==> config.mk <==
export PLATFORM = sky130hd
export DESIGN_NAME = gmii_rx_frame_check
export DESIGN_NICKNAME = d
export VERILOG_FILES = /design/src/rtl/gmii_rx_frame_check.sv
export SDC_FILE = /design/constraint.sdc
export NUM_CORES = 1
export LEC_CHECK = 0
export CORE_ASPECT_RATIO = 1.5
export CORE_MARGIN = 2
export CORE_UTILIZATION = 50
export DETAILED_ROUTE_END_ITERATION = 8
export PLACE_DENSITY = 0.87
export SLEW_MARGIN = 0
export SYNTH_ARGS = -nofsm -noshare
export SYNTH_HDL_FRONTEND = slang
export SYNTH_SLANG_ARGS = --single-unit
==> constraint.sdc <==
create_clock -name i_clk -period 2.8 [get_ports i_clk]
set_input_delay 0.56 -clock i_clk [delete_from_list [all_inputs] [get_ports i_clk]]
set_output_delay 0.56 -clock i_clk [all_outputs]
set_load 0.02 [all_outputs]
==> src/rtl/gmii_rx_frame_check.sv <==
// ---------------------------------------------------------------------------
// gmii_rx_frame_check
//
// Receive-side framing stage for one switch port. Consumes 8-bit GMII rx
// bytes (after the port adapter), strips preamble/SFD, and forwards the
// payload (first DA byte .. last FCS byte) to the switch core input pipeline
// with start/end-of-frame markers. At end of frame it reports the byte count
// and whether the frame must be discarded (rx error seen, runt or oversize).
// Per-port good/bad frame statistics are kept alongside.
//
// Ports
//   i_clk              GMII rx clock (125 MHz), sole clock
//   i_rst              asynchronous reset, active-high
//   i_gmii_dv          rx data valid
//   i_gmii_er          rx error
//   iv_gmii_rxd[7:0]   rx byte
//   ov_data[7:0]       payload byte, holds its last value
//   o_data_wr          ov_data valid this cycle (pulse)
//   o_sop              first payload byte of frame, qualified by o_data_wr
//   o_eop              last payload byte of frame, qualified by o_data_wr
//   o_frame_err        with o_eop: frame must be discarded downstream
//   ov_frame_len[10:0] with o_eop: payload byte count, saturates at 2047
//   ov_good_frame_cnt  frames ended without error, wraps
//   ov_bad_frame_cnt   frames ended in error or dropped, wraps
// ---------------------------------------------------------------------------
module gmii_rx_frame_check #(
    parameter int MIN_LEN = 64,
    parameter int MAX_LEN = 1522,
    parameter int CNT_W   = 16
) (
    input  logic             i_clk,
    input  logic             i_rst,
    input  logic             i_gmii_dv,
    input  logic             i_gmii_er,
    input  logic [7:0]       iv_gmii_rxd,
    output logic [7:0]       ov_data,
    output logic             o_data_wr,
    output logic             o_sop,
    output logic             o_eop,
    output logic             o_frame_err,
    output logic [10:0]      ov_frame_len,
    output logic [CNT_W-1:0] ov_good_frame_cnt,
    output logic [CNT_W-1:0] ov_bad_frame_cnt
);

    typedef enum logic [1:0] {
        S_IDLE,
        S_PREAMBLE,
        S_DATA,
        S_DROP
    } state_t;

    localparam logic [7:0]       PRE_BYTE = 8'h55;
    localparam logic [7:0]       SFD_BYTE = 8'hD5;
    localparam logic [10:0]      LEN_SAT  = 11'h7FF;
    localparam logic [10:0]      MIN_L    = 11'(MIN_LEN);
    localparam logic [10:0]      MAX_L    = 11'(MAX_LEN);
    localparam logic [2:0]       PRE_SAT  = 3'd7;
    localparam logic [CNT_W-1:0] CNT_ONE  = {{(CNT_W-1){1'b0}}, 1'b1};

    state_t           state_q, state_d;
    logic [2:0]       pre_cnt_q, pre_cnt_d;
    logic [10:0]      len_q, len_d;
    logic             er_seen_q, er_seen_d;
    logic [7:0]       hold_q, hold_d;

    logic [7:0]       data_q, data_d;
    logic             wr_q, wr_d;
    logic             sop_q, sop_d;
    logic             eop_q, eop_d;
    logic             err_q, err_d;
    logic [10:0]      flen_q, flen_d;
    logic [CNT_W-1:0] good_q, good_d;
    logic [CNT_W-1:0] bad_q, bad_d;

    // Verdict for the frame currently in DATA, used only on its final cycle.
    logic frame_bad;
    assign frame_bad = er_seen_q | (len_q < MIN_L) | (len_q > MAX_L);

    // The hold register is occupied exactly when len_q is non-zero, so no
    // separate valid flag is kept. len_q can never return to 1 once past it
    // (it saturates high), so len_q == 1 at emission marks the first byte.
    always_comb begin
        // NOTE: every variable gets a default here first so no path can infer a latch.
        state_d   = state_q;
        pre_cnt_d = pre_cnt_q;
        len_d     = len_q;
        er_seen_d = er_seen_q;
        hold_d    = hold_q;
        data_d    = data_q;
        flen_d    = flen_q;
        wr_d      = 1'b0;
        sop_d     = 1'b0;
        eop_d     = 1'b0;
        err_d     = 1'b0;
        good_d    = good_q;
        bad_d     = bad_q;

        case (state_q)
            S_IDLE: begin
                if (i_gmii_dv) begin
                    if (iv_gmii_rxd == PRE_BYTE) begin
                        state_d   = S_PREAMBLE;
                        pre_cnt_d = 3'd1;
                    end else begin
                        state_d = S_DROP;
                        bad_d   = bad_q + CNT_ONE;
                    end
                end
            end

            S_PREAMBLE: begin
                if (!i_gmii_dv) begin
                    // Carrier lost inside the preamble: not counted as a frame.
                    state_d = S_IDLE;
                end else if (i_gmii_er) begin
                    state_d = S_DROP;
                    bad_d   = bad_q + CNT_ONE;
                end else if (iv_gmii_rxd == PRE_BYTE) begin
                    if (pre_cnt_q != PRE_SAT) begin
                        pre_cnt_d = pre_cnt_q + 3'd1;
                    end
                end else if (iv_gmii_rxd == SFD_BYTE) begin
                    state_d   = S_DATA;
                    len_d     = 11'd0;
                    er_seen_d = 1'b0;
                end else begin
                    state_d = S_DROP;
                    bad_d   = bad_q + CNT_ONE;
                end
            end

            S_DATA: begin
                if (i_gmii_dv) begin
                    // Emit the previously held byte; the new one takes its place.
                    if (len_q != 11'd0) begin
                        wr_d   = 1'b1;
                        data_d = hold_q;
                        sop_d  = (len_q == 11'd1);
                    end
                    hold_d = iv_gmii_rxd;
                    if (len_q != LEN_SAT) begin
                        len_d = len_q + 11'd1;
                    end
                    if (i_gmii_er) begin
                        er_seen_d = 1'b1;
                    end
                end else begin
                    state_d = S_IDLE;
                    if (len_q == 11'd0) begin
                        // SFD immediately followed by end of carrier: empty frame.
                        bad_d = bad_q + CNT_ONE;
                    end else begin
                        wr_d   = 1'b1;
                        data_d = hold_q;
                        sop_d  = (len_q == 11'd1);
                        eop_d  = 1'b1;
                        err_d  = frame_bad;
                        flen_d = len_q;
                        if (frame_bad) begin
                            bad_d = bad_q + CNT_ONE;
                        end else begin
                            good_d = good_q + CNT_ONE;
                        end
                    end
                end
            end

            S_DROP: begin
                if (!i_gmii_dv) begin
                    state_d = S_IDLE;
                end
            end

            default: begin
                state_d = S_IDLE;
            end
        endcase
    end

    // A mid-frame reset abandons everything, including the held byte, so no
    // end-of-frame marker is ever produced for the interrupted frame.
    always_ff @(posedge i_clk or posedge i_rst) begin
        if (i_rst) begin
            state_q   <= S_IDLE;
            pre_cnt_q <= 3'd0;
            len_q     <= 11'd0;
            er_seen_q <= 1'b0;
            hold_q    <= 8'd0;
            data_q    <= 8'd0;
            wr_q      <= 1'b0;
            sop_q     <= 1'b0;
            eop_q     <= 1'b0;
            err_q     <= 1'b0;
            flen_q    <= 11'd0;
            good_q    <= '0;
            bad_q     <= '0;
        end else begin
            // NOTE: non-blocking assignments so every register samples the pre-edge values.
            state_q   <= state_d;
            pre_cnt_q <= pre_cnt_d;
            len_q     <= len_d;
            er_seen_q <= er_seen_d;
            hold_q    <= hold_d;
            data_q    <= data_d;
            wr_q      <= wr_d;
            sop_q     <= sop_d;
            eop_q     <= eop_d;
            err_q     <= err_d;
            flen_q    <= flen_d;
            good_q    <= good_d;
            bad_q     <= bad_d;
        end
    end

    assign ov_data           = data_q;
    assign o_data_wr         = wr_q;
    assign o_sop             = sop_q;
    assign o_eop             = eop_q;
    assign o_frame_err       = err_q;
    assign ov_frame_len      = flen_q;
    assign ov_good_frame_cnt = good_q;
    assign ov_bad_frame_cnt  = bad_q;

endmodule
==> flow_summary.ini <==
[setup_path]
cp_num_buf_inv = 1
cp_slowest_stage_delay_ns = 0.65
critPathRequiredTime_ns = 3.06
cp_max_fo = 16
crit_chain = inv_1 > ha_1 > or4b_2 > o21ai_1 > o311ai_4 > nor3_1 > xor2_1
cp.arrival_ns = 2.68
cpLargestDelayFamily = simple AND/OR/NAND/NOR gates
start_kind = flip-flop
worst_setup_path_end_kind = flip-flop
cp_slowest_cell = or4b_2
crit_type = flip-flop to flip-flop

[drt]
viasPerCell = 5.532
dr.pass1.iters = 5
wire_per_inst_um = 14.97
wl_mm = 7.650
drtAntennaViolNets = 0
drtIter0Drc = 194
drt_drc_violations_left = 0
vias = 2827

[global_route]
antenna_found_initial = 0
first_global_vias = 2850
grt_pass1_wl_mm = 13.12
track_usage = 0.2108
overflow = 0
grt_max_degree = 78

[logic_synthesis]
yosysWarnings = 0
ys_types = 52
ys.flop_type = dfrtp_1
syn-num-nets = 356
synth.ff_latch_count = 77
synth_edf_count = 0
async_flop_share = 1.000
netlist_area_um2 = 3704
synthCells = 335
synth-seq-area-share = 0.5203
avgSynthCellArea_um2 = 11.06

[clock_tree]
h-tree-depth = 3
clockBufferDepth = 2
clock-root-buffer = clkbuf_8
numCtsBuffers = 9
clk_pin_slew_ns = 0.07
post_cts_buffers = 0
cts_tree = yes
clkLatencyLatePin_ns = 0.35
ctsResizeCount = 0
clock-sinks = 77
cts_hold_buffers = 0

[sta]
final.setup.tns_ns = 0
final-setup-viol-count = 0
slew_headroom = 0.3199
worstMarginPinSlew_ns = 1.016
clock.fmax_mhz = 413.7
slew_violations = 0
grt_setup_unrepaired = false
hold_ws_ns = 0.4612
fin_skew_ns = 0.006188
fin_crit_ns = 2.417
post-route-period-util = 0.8633
hold_viol_final = 0

[placement]
portBuffers = 66
place_inst = 496
place_congestion = 0.8676
dpl.hpwl_mm = 5.480

[pwr]
peakVddDrop_mv = 0.4323
leakage_nw = 2.061
p_total_w = 0.003804
p_per_area_nw_per_um2 = 819.3

[final_layout]
final_nets = 428
fin_cells = 511
area_growth_pct = 25.37
drive_gt1_frac = 0.1290
fin_util = 0.6425
n_antenna_cell = 0
fillerInstances = 566

[min_path]
min_path_type = flip-flop to flip-flop

[floorplanning]
io_pins = 67
die_y_um = 109.4
start_util = 0.5125
num_rows = 38
die-width_um = 74.27
core_um2 = 7227
dieArea_um2 = 8126

[status]
outcome = finished, final reports clean

[flow_run]
cap_violations = 0
[cells in the mapped netlist, drive strengths merged, types with 3 or more instances]
cell    instances  area share
mux2           21       0.064
a21oi          10       0.014
xnor2          18       0.043
nor2           14       0.014
ha              9       0.030
nand4           9       0.015
nand2b          3      0.0051
and3            5      0.0084
mux2i           3      0.0081
nor4            3      0.0084
xor2           12       0.028
o21ai          11       0.018
nand3          17       0.023
a31oi           3      0.0051
and4            7       0.018
nand2          48       0.049
dfrtp          77        0.52
clkbuf          5      0.0051
inv            13       0.013
nor3            8       0.014
buf             8       0.016
[final cells by class]
cell class | count | area, µm² | share of cell area
Sequential cell | 77 | 1927 | 0.4150
Timing Repair Buffer | 74 | 733.2 | 0.1579
Inverter | 13 | 48.80 | 0.01051
Clock buffer | 13 | 148.9 | 0.03207
Tap cell | 100 | 125.1 | 0.02695
Multi-Input combinational cell | 232 | 1650 | 0.3554
Clock inverter | 2 | 10.01 | 0.002156
[cell usage in the layout, fill, tap and decap left out, drive strengths merged, types with 11 or more instances in the layout]
| cell type | synthesis | layout |
|---|---|---|
| nand3 | 17 | 17 |
| xnor2 | 18 | 18 |
| xor2 | 12 | 12 |
| nand2 | 48 | 48 |
| mux2 | 21 | 21 |
| inv | 13 | 13 |
| clkbuf | 5 | 13 |
| clkdlybuf4s50 | 0 | 66 |
| dfrtp | 77 | 77 |
| o21ai | 11 | 11 |
| nor2 | 14 | 14 |
[metal layers]
| layer | share of wire | track usage | routed length, µm | vias up |
|---|---|---|---|---|
| li1 | - | - | - | 1325 |
| met1 | 0.41 | 0.2586 | 3147 | 1381 |
| met2 | 0.51 | 0.3476 | 3938 | 96 |
| met3 | 0.046 | 0.04675 | 350 | 25 |
| met4 | 0.028 | 0.1033 | 213 | 0 |
| met5 | 0 | 0 | 0 | - |
[stage by stage]
step	setup WS, ns	instance area [µm²]
global route	0.1901	4643
detailed placement	0.1051	4484
CTS	0.3678	4643
floorplan	0.2733	3704
finish	0.3828	4643
global placement	0.1618	4484
[where the power goes]
part / internal (W) / switching [W] / total, W
Clock: 0.000339 / 0.000378 / 0.000718
Sequential: 0.00138 / 0.000221 / 0.00160
Combinational: 0.000691 / 0.000800 / 0.00149
Total: 0.00241 / 0.00140 / 0.00380
[path summary, 6_finish.rpt]
kind / from / endpoint / slack [ns] / depth (start not counted)
worst max-delay path: state_q[1] / ov_bad_frame_cnt[12] / 0.38 / 7
min in group asynchronous: i_rst / ov_good_frame_cnt[6] / 0.60 / 3
max in group asynchronous: i_rst / ov_bad_frame_cnt[5] / 1.86 / 3
worst max register to register: state_q[1] / ov_bad_frame_cnt[12] / 0.38 / 7
worst min-delay path: hold_q[4] / ov_data[4] / 0.46 / 2
worst min register to register: hold_q[4] / ov_data[4] / 0.46 / 2
[state kept, by name (all words and copies together), names as in the netlist]
register	cells
len_q	11
o_data_wr	1
er_seen_q	1
o_eop	1
ov_frame_len	11
o_sop	1
hold_q	8
ov_data	8
state_q	2
ov_good_frame_cnt	16
o_frame_err	1
ov_bad_frame_cnt	16
[worst min-delay path, cell delays in order, from the launching register on]
cell,delay (ns)
dfrtp_1,0.34
nand2_1,0.05
nand2_1,0.05
[kinds of logic after synthesis]
group	Yosys count	share of synthesized area
AO/OA/AOI/OAI	40	0.07940
XOR/XNOR	30	0.07095
adder cells (fa/ha/maj)	9	0.03041
buffers and inverters	26	0.03412
flip-flops	77	0.5203
multiplexers	24	0.07196
AND/OR/NAND/NOR	129	0.1929
(Power assumes the default switching activity.)
